===== config.mk =====
export PLATFORM = sky130hd
export DESIGN_NAME = fc_layer_sequencer_flat
export DESIGN_NICKNAME = d
export VERILOG_FILES = /design/src/rtl/fc_layer_sequencer_if.sv /design/src/rtl/fc_layer_sequencer.sv /design/src/flat_wrapper.sv
export SDC_FILE = /design/constraint.sdc
export NUM_CORES = 1
export LEC_CHECK = 0
export BUFFER_PORTS_ARGS = -buffer_cell sky130_fd_sc_hd__buf_2
export CAP_MARGIN = 10
export CELL_PAD_IN_SITES_DETAIL_PLACEMENT = 1
export CELL_PAD_IN_SITES_GLOBAL_PLACEMENT = 2
export CORE_ASPECT_RATIO = 0.5
export CORE_MARGIN = 10
export CORE_UTILIZATION = 32
export DETAILED_ROUTE_END_ITERATION = 10
export PLACE_DENSITY_LB_ADDON = 0.1
export SLEW_MARGIN = 20
export SYNTH_ARGS = -nofsm -noshare
export SYNTH_HDL_FRONTEND = slang
export SYNTH_SLANG_ARGS = --single-unit

===== constraint.sdc =====
create_clock -name S_AXIS_ACLK -period 1.9 [get_ports S_AXIS_ACLK]
set_input_delay 0.38 -clock S_AXIS_ACLK [delete_from_list [all_inputs] [get_ports S_AXIS_ACLK]]
set_output_delay 0.38 -clock S_AXIS_ACLK [all_outputs]
set_load 0.01 [all_outputs]

===== src/rtl/fc_layer_sequencer_if.sv =====
// AXI-Stream handshake bundle for the FC layer sequencer: input vector
// stream in, one result beat per neuron out.
interface fc_layer_sequencer_if;
  logic s_axis_tvalid;
  logic s_axis_tready;
  logic s_axis_tlast;
  logic m_axis_tvalid;
  logic m_axis_tready;
  logic m_axis_tlast;

  // Sequencer side: sinks the input stream, sources the result stream.
  modport slave (
    input  s_axis_tvalid, s_axis_tlast, m_axis_tready,
    output s_axis_tready, m_axis_tvalid, m_axis_tlast
  );

  // Environment side: the mirror image.
  modport master (
    output s_axis_tvalid, s_axis_tlast, m_axis_tready,
    input  s_axis_tready, m_axis_tvalid, m_axis_tlast
  );
endinterface


===== src/rtl/fc_layer_sequencer.sv =====
// FC layer sequencer: buffers one input vector, then walks every
// (neuron, input) pair driving buffer/weight addresses and MAC controls,
// waits out the MAC latency and emits one stream beat per neuron.
module fc_layer_sequencer #(
  parameter  int N_IN    = 16,
  parameter  int N_OUT   = 8,
  parameter  int ADDR_W  = 8,
  parameter  int MAC_LAT = 2,
  localparam int IN_AW   = $clog2(N_IN)
) (
  input  logic              S_AXIS_ACLK,
  input  logic              S_AXIS_ARESETN,
  fc_layer_sequencer_if.slave axis,
  output logic              buf_we,
  output logic [IN_AW-1:0]  buf_waddr,
  output logic [IN_AW-1:0]  buf_raddr,
  output logic [ADDR_W-1:0] w_addr,
  output logic              mac_en,
  output logic              acc_clr,
  output logic              busy,
  output logic              err
);
  localparam int OW = (N_OUT > 1) ? $clog2(N_OUT) : 1;
  localparam int DW = (MAC_LAT > 1) ? $clog2(MAC_LAT) : 1;
  localparam logic [IN_AW-1:0] IN_LAST = IN_AW'(N_IN - 1);
  localparam logic [OW-1:0]    O_LAST  = OW'(N_OUT - 1);
  localparam logic [DW-1:0]    D_LAST  = DW'(MAC_LAT - 1);

  typedef enum logic [2:0] {IDLE, LOAD, CALC, DRAIN, OUT} state_t;

  state_t              state_q, state_d;
  logic [IN_AW-1:0]    in_cnt, i_cnt;
  logic [OW-1:0]       o_cnt;
  logic [DW-1:0]       drn_cnt;
  logic [ADDR_W-1:0]   w_addr_q;
  logic                err_q, err_d;
  logic                s_hs, in_last, i_last, o_last, d_last;

  assign axis.s_axis_tready = (state_q == IDLE) || (state_q == LOAD);
  assign s_hs    = axis.s_axis_tvalid & axis.s_axis_tready;
  assign in_last = (in_cnt == IN_LAST);
  assign i_last  = (i_cnt == IN_LAST);
  assign o_last  = (o_cnt == O_LAST);
  assign d_last  = (drn_cnt == D_LAST);

  // Buffer write is the only combinational path: it follows the handshake.
  assign buf_we    = s_hs;
  assign buf_waddr = in_cnt;
  assign buf_raddr = i_cnt;
  assign w_addr    = w_addr_q;
  assign mac_en    = (state_q == CALC);
  assign acc_clr   = (state_q == CALC) && (i_cnt == '0);
  assign axis.m_axis_tvalid = (state_q == OUT);
  assign axis.m_axis_tlast  = (state_q == OUT) && o_last;
  assign busy = (state_q != IDLE);
  assign err  = err_q;

  // State register.
  always_ff @(posedge S_AXIS_ACLK or negedge S_AXIS_ARESETN) begin
    if (!S_AXIS_ARESETN) state_q <= IDLE;
    else                 state_q <= state_d;
  end

  // Next-state and framing-error detection.
  always_comb begin
    state_d = state_q;
    err_d   = 1'b0;
    case (state_q)
      IDLE, LOAD: begin
        if (s_hs) begin
          if (in_last) begin
            // Full vector: compute even if tlast is missing, but flag it.
            state_d = CALC;
            err_d   = ~axis.s_axis_tlast;
          end else if (axis.s_axis_tlast) begin
            // Short vector: drop it.
            state_d = IDLE;
            err_d   = 1'b1;
          end else begin
            state_d = LOAD;
          end
        end
      end
      CALC:    if (i_last) state_d = DRAIN;
      DRAIN:   if (d_last) state_d = OUT;
      OUT:     if (axis.m_axis_tready) state_d = o_last ? IDLE : CALC;
      default: state_d = IDLE;
    endcase
  end

  // Counters; w_addr runs continuously across neurons (o*N_IN+i) and
  // parks on its final value until the layer handshake clears it.
  always_ff @(posedge S_AXIS_ACLK or negedge S_AXIS_ARESETN) begin
    if (!S_AXIS_ARESETN) begin
      in_cnt   <= '0;
      i_cnt    <= '0;
      o_cnt    <= '0;
      drn_cnt  <= '0;
      w_addr_q <= '0;
      err_q    <= 1'b0;
    end else begin
      err_q <= err_d;
      if (s_hs)
        in_cnt <= (in_last || axis.s_axis_tlast) ? '0 : in_cnt + 1'b1;
      if (state_q == CALC)
        i_cnt <= i_last ? '0 : i_cnt + 1'b1;
      drn_cnt <= ((state_q == DRAIN) && !d_last) ? drn_cnt + 1'b1 : '0;
      if (s_hs && in_last)
        w_addr_q <= '0;
      else if ((state_q == CALC) && !(i_last && o_last))
        w_addr_q <= w_addr_q + 1'b1;
      else if ((state_q == OUT) && axis.m_axis_tready && o_last)
        w_addr_q <= '0;
      if ((state_q == OUT) && axis.m_axis_tready)
        o_cnt <= o_last ? '0 : o_cnt + 1'b1;
    end
  end
endmodule


===== src/flat_wrapper.sv =====
// flat-port wrapper written by rule: the top's interface ports become plain ports
module fc_layer_sequencer_flat 
#(
  parameter  int N_IN    = 16,
  parameter  int N_OUT   = 8,
  parameter  int ADDR_W  = 8,
  parameter  int MAC_LAT = 2,
  localparam int IN_AW   = $clog2(N_IN)
)
  (S_AXIS_ACLK, S_AXIS_ARESETN, buf_we, buf_waddr, buf_raddr, w_addr, mac_en, acc_clr, busy, err, axis_s_axis_tvalid, axis_s_axis_tlast, axis_m_axis_tready, axis_s_axis_tready, axis_m_axis_tvalid, axis_m_axis_tlast);
  fc_layer_sequencer_if axis_i ();
  input  logic S_AXIS_ACLK;
  input  logic S_AXIS_ARESETN;
  output logic buf_we;
  output logic [IN_AW-1:0] buf_waddr;
  output logic [IN_AW-1:0] buf_raddr;
  output logic [ADDR_W-1:0] w_addr;
  output logic mac_en;
  output logic acc_clr;
  output logic busy;
  output logic err;
  input wire logic [$bits(axis_i.s_axis_tvalid)-1:0] axis_s_axis_tvalid;
  input wire logic [$bits(axis_i.s_axis_tlast)-1:0] axis_s_axis_tlast;
  input wire logic [$bits(axis_i.m_axis_tready)-1:0] axis_m_axis_tready;
  output wire logic [$bits(axis_i.s_axis_tready)-1:0] axis_s_axis_tready;
  output wire logic [$bits(axis_i.m_axis_tvalid)-1:0] axis_m_axis_tvalid;
  output wire logic [$bits(axis_i.m_axis_tlast)-1:0] axis_m_axis_tlast;
  assign axis_i.s_axis_tvalid = axis_s_axis_tvalid;
  assign axis_i.s_axis_tlast = axis_s_axis_tlast;
  assign axis_i.m_axis_tready = axis_m_axis_tready;
  assign axis_s_axis_tready = axis_i.s_axis_tready;
  assign axis_m_axis_tvalid = axis_i.m_axis_tvalid;
  assign axis_m_axis_tlast = axis_i.m_axis_tlast;
  fc_layer_sequencer #(.N_IN(N_IN), .N_OUT(N_OUT), .ADDR_W(ADDR_W), .MAC_LAT(MAC_LAT)) u_core (.S_AXIS_ACLK(S_AXIS_ACLK), .S_AXIS_ARESETN(S_AXIS_ARESETN), .axis(axis_i), .buf_we(buf_we), .buf_waddr(buf_waddr), .buf_raddr(buf_raddr), .w_addr(w_addr), .mac_en(mac_en), .acc_clr(acc_clr), .busy(busy), .err(err));
endmodule

Word level (Yosys, flattened, before mapping)
Index checks and enable logic that the tools add are counted.

Flip-flop bits (word level): 24. Word-level logic and storage cells: 62. Output and inout bits: 24.

Mux-type cells: 19. Add/subtract/negate cells: 5. Reduce and logical (&&, ||, !) cells: 18. Bitwise gates (word level): 2. Eq/ne operators: 11.

Operator list (number): $mux 8 (3); $mux 3 (6); $pmux 3 s4 (1); $add 4x1->4 const B (2); $add 8x1->8 const B (1); $eq 4x4->1 const B (2); $logic_and 1x1->1 (8); $mux 4 (2); $eq 3x2->1 const B (2); $eq 3x3->1 const B (2); $mux 1 (6); $ne 2x1->1 const B (3); $reduce_bool 3->1 (2); $logic_not 4->1 (1); $reduce_and 4->1 (1); $add 3x1->3 const B (1); $eq 3x1->1 const B (1); $logic_not 3->1 (1); $logic_not 1->1 (2); $logic_or 1x1->1 (2); $mux 2 (1); $ne 2x2->1 const B (1); $reduce_or 2->1 (1); $add 1x1->1 const B (1); 2 further kinds (2).

Depth between registers and ports, before layout
Word-level depth: 6. Mapped depth: 7. Depth with buffers taken out: 5.

Worst setup path after synthesis
No wires, ideal clock.

Kind: register -> output. From: reg u_core.state_q[2]. To: out acc_clr. Buffers on the path: 2. Arrival time: 1434 ps. Required time: 1520 ps. Stages on the path, launching flop included: 5. Setup slack: 86 ps. Cell sequence: dfrtp_1 -> buf_6 -> or3b_1 -> buf_2 -> nor4b_1.

Cells in the longest elaborated chain, start to end: 2.

RTL lines: start: declaration (line fc_layer_sequencer.sv:31) `state_t state_q, state_d;`; start signal: assignment (line fc_layer_sequencer.sv:61) `else state_q <= state_d;`; $eq 3x2->1 (line fc_layer_sequencer.sv:52) `assign acc_clr = (state_q == CALC) && (i_cnt == '0);`; $logic_and 1x1->1 (line fc_layer_sequencer.sv:52); end: declaration (line flat_wrapper.sv:19) `output logic acc_clr;`.

No other way between the ends.

Worst setup path after layout
From: reg u_core.state_q[0]. To: out acc_clr.

Same word-level chain as after synthesis.

==> flow_metrics.py <==
metrics = {
    "setup_path": {
        "arrival_ps": 1520,
        "endpoint_kind": "output port",
        "worstPathRequired_ps": 1520,
        "cp-start-kind": "flop",
        "setup.worst_path.class": "reg2out",
        "cp_max_fo": 4,
    },
    "cells_and_area": {
        "multi_input_area_um2": 631,
        "area_delta_synth_final_pct": 25.7,
        "layout_commonest_cell": "buf_2",
        "drive_above_1_share_pct": 28.6,
        "fin_cells": 229,
        "seq_area_um2": 601,
        "nets": 188,
        "diodes": 0,
        "fillers": 467,
        "final_cell_mix": "buf_2, dfrtp_1, nand3_1, nand2_1, buf_4",
        "final_core_util_pct": 41.5,
    },
    "route": {
        "highest_layer": "met4",
        "wl_met1_mm": 1.62,
        "first_pass_iters": 4,
        "wl_met3_um": 245,
        "dr_wl_met2_mm": 1.43,
        "drc_errors": 0,
        "final_antenna_net_count": 0,
        "wl_mm": 3.34,
        "via_count": 1152,
        "wl_per_cell_um": 14.6,
        "drt-vias-per-instance": 5.03,
        "drt_iter0_drc": 11,
    },
    "power_and_ir_drop": {
        "p_int_mw": 1.31,
        "seqPwrFrac_pct": 40.3,
        "power_frac_clock_pct": 13.9,
        "totalPowerFinal_mw": 2.24,
        "irDropWorstVdd_v": 0.000521,
        "p_sw_share_pct": 41.4,
        "leakage_nw": 0.809,
        "comb_power_share_pct": 45.8,
        "switching_power_mw": 0.926,
        "cellPowerDensity_mw_per_mm2": 1390,
    },
    "clock_tree": {
        "htreeDepth": 1,
        "cts_buffers": 3,
        "clk_pin_slew_worst_paths_ps": 90,
        "cts_tree": "built",
        "cts_max_path_buffers": 2,
        "clock_sinks": 24,
        "postCtsHoldBufs": 0,
        "clockRootBuffer": "clkbuf_8",
        "clkLatencyLatePin_ps": 270,
    },
    "floorplan": {
        "num_rows": 16,
        "initial_core_util_pct": 33.0,
        "die_h_um": 64.7,
        "io_pins": 29,
        "die_w_um": 109,
        "core_area_mm2": 0.00388,
        "die_area_mm2": 0.00709,
    },
    "sta": {
        "timing.final.crit_share_pct": 99.7,
        "worstMarginPinSlew_ps": 571,
        "holdWs_ps": 92.5,
        "finClkSkew_ps": 1.08,
        "relSlewSlack_pct": 61.9,
        "layout_min_cycle_time_ps": 1900,
        "setup_viol": 0,
        "rsz0062_at_grt": "yes",
        "timing.fmax_mhz": 528,
        "report.final.slew_viol_count": 0,
        "hold_viol": 0,
    },
    "yosys": {
        "synth.top_cell.area_share_pct": 46.9,
        "synth_area_mm2": 0.00128,
        "synth_nets": 148,
        "synth_edf_count": 0,
        "synthCells": 137,
        "synth.avg_cell_area_um2": 9.35,
        "yosys_warnings": 0,
        "synth-seq-cells": 24,
        "synth_ff_type": "dfrtp_1",
        "synth.area.top_cells": "dfrtp_1, nand3_1, ha_1",
        "yosysUniqueCellTypes": 32,
        "async_flop_share_pct": 100,
        "ys_seq_area_share_pct": 46.9,
        "yosys.area.top_type": "dfrtp_1",
    },
    "global_route": {
        "overflow": 0,
        "grt_pass1_vias": 1167,
        "antenna_found_initial": 0,
        "grt_max_degree": 25,
        "grt_pass1_wl_mm": 5.69,
        "grt_util_all_layers_pct": 9.94,
    },
    "place": {
        "dp_hpwl_mm": 2.53,
        "io_buffers": 28,
        "place_congestion": 0.724,
        "dp.cells": 224,
    },
    "outcome": {
        "status": "finished, final reports clean",
    },
    "flow_run": {
        "drv_cap": 0,
    },
    "hold_path": {
        "hp-class": "in2async",
    },
}
## power by group through the flow
stage / Sequential (mW) / Clock, mW / Combinational (mW)
finish: 0.902 / 0.312 / 1.03
detailed placement: 0.909 / 0 / 0.993
global placement: 0.905 / 0 / 0.997
global route: 0.940 / 0.345 / 1.17
CTS: 0.903 / 0.323 / 1.02
floorplan: 0.956 / 0 / 0.499
## Yosys cell counts (all sizes together) (2+ instances only)
| cell type | count |
|---|---|
| or3b | 2 |
| a21o | 3 |
| ha | 6 |
| o21ai | 13 |
| nand2 | 14 |
| and3 | 4 |
| mux2 | 2 |
| nor3b | 2 |
| nand2b | 2 |
| a21oi | 7 |
| nand3 | 19 |
| dfrtp | 24 |
| buf | 5 |
| nand3b | 2 |
| inv | 7 |
| nor2 | 8 |
| a31oi | 2 |
| or3 | 4 |
## metrics by stage
| step | setup slack [ps] | setup TNS [ps] | area [um^2] |
|---|---|---|---|
| after global placement | 179 | 0 | 1530 |
| after global routing | -37.3 | -62.9 | 1610 |
| after detailed placement | 118 | 0 | 1530 |
| after floorplan | 86.0 | 0 | 1280 |
| after CTS | 2.12 | 0 | 1580 |
| final | 4.87 | 0 | 1610 |
## cell families (layout without fill, tap and decap cells)
group	after synthesis	in the layout	share of synthesized area, %
AO/OA/AOI/OAI	31	31	14.6
XOR/XNOR	2	2	1.37
adder cells (fa/ha/maj)	6	6	5.86
buffers and inverters	12	50	4.98
flip-flops	24	24	46.9
multiplexers	2	2	1.76
AND/OR/NAND/NOR	60	60	24.6
## path summary, 6_finish.rpt
path                                          start             endpoint  slack [ps]  cells after the start
worst max-delay path              u_core.state_q[0]              acc_clr           5                      3
worst min-delay path                 S_AXIS_ARESETN     u_core.w_addr[3]          90                      1
worst max register to register    u_core.state_q[0]     u_core.w_addr[6]         160                      5
worst min register to register  u_core.buf_waddr[3]  u_core.buf_waddr[3]         490                      1
max in group asynchronous            S_AXIS_ARESETN    u_core.state_q[1]        1430                      1
min in group S_AXIS_ACLK         axis_m_axis_tready    u_core.state_q[2]         320                      2
## timing repair
action	4_1_cts	5_1_grt
pin swaps	2	1
setup buffers	0	2
gates resized for setup	4	3
setup endpoints to repair	2	6
## flip-flops by register name (all words and copies together), names as in the netlist
name              count
u_core.w_addr         8
u_core.buf_raddr      4
u_core.buf_waddr      4
u_core.o_cnt          3
u_core.state_q        3
u_core.d_last         1
u_core.err            1
## cell type report
type | count | area share, %
multi-input combinational | 101 | 39.2
sequential | 24 | 37.3
timing repair buffer | 40 | 15.2
tap | 54 | 4.20
clock buffer | 3 | 2.56
inverter | 7 | 1.63
## layer usage
layer | up-vias | GRT usage [%]
li1 | 571 | -
met1 | 554 | 12.4
met2 | 22 | 15.0
met3 | 5 | 4.24
met4 | 0 | 3.39
met5 | - | 0
## critical path: stages (launching register included)
cell and delay [ps]:
dfrtp_1 410, or3b_4 430, nor4b_2 220, buf_2 180
Power figures use the tool's default switching activity.
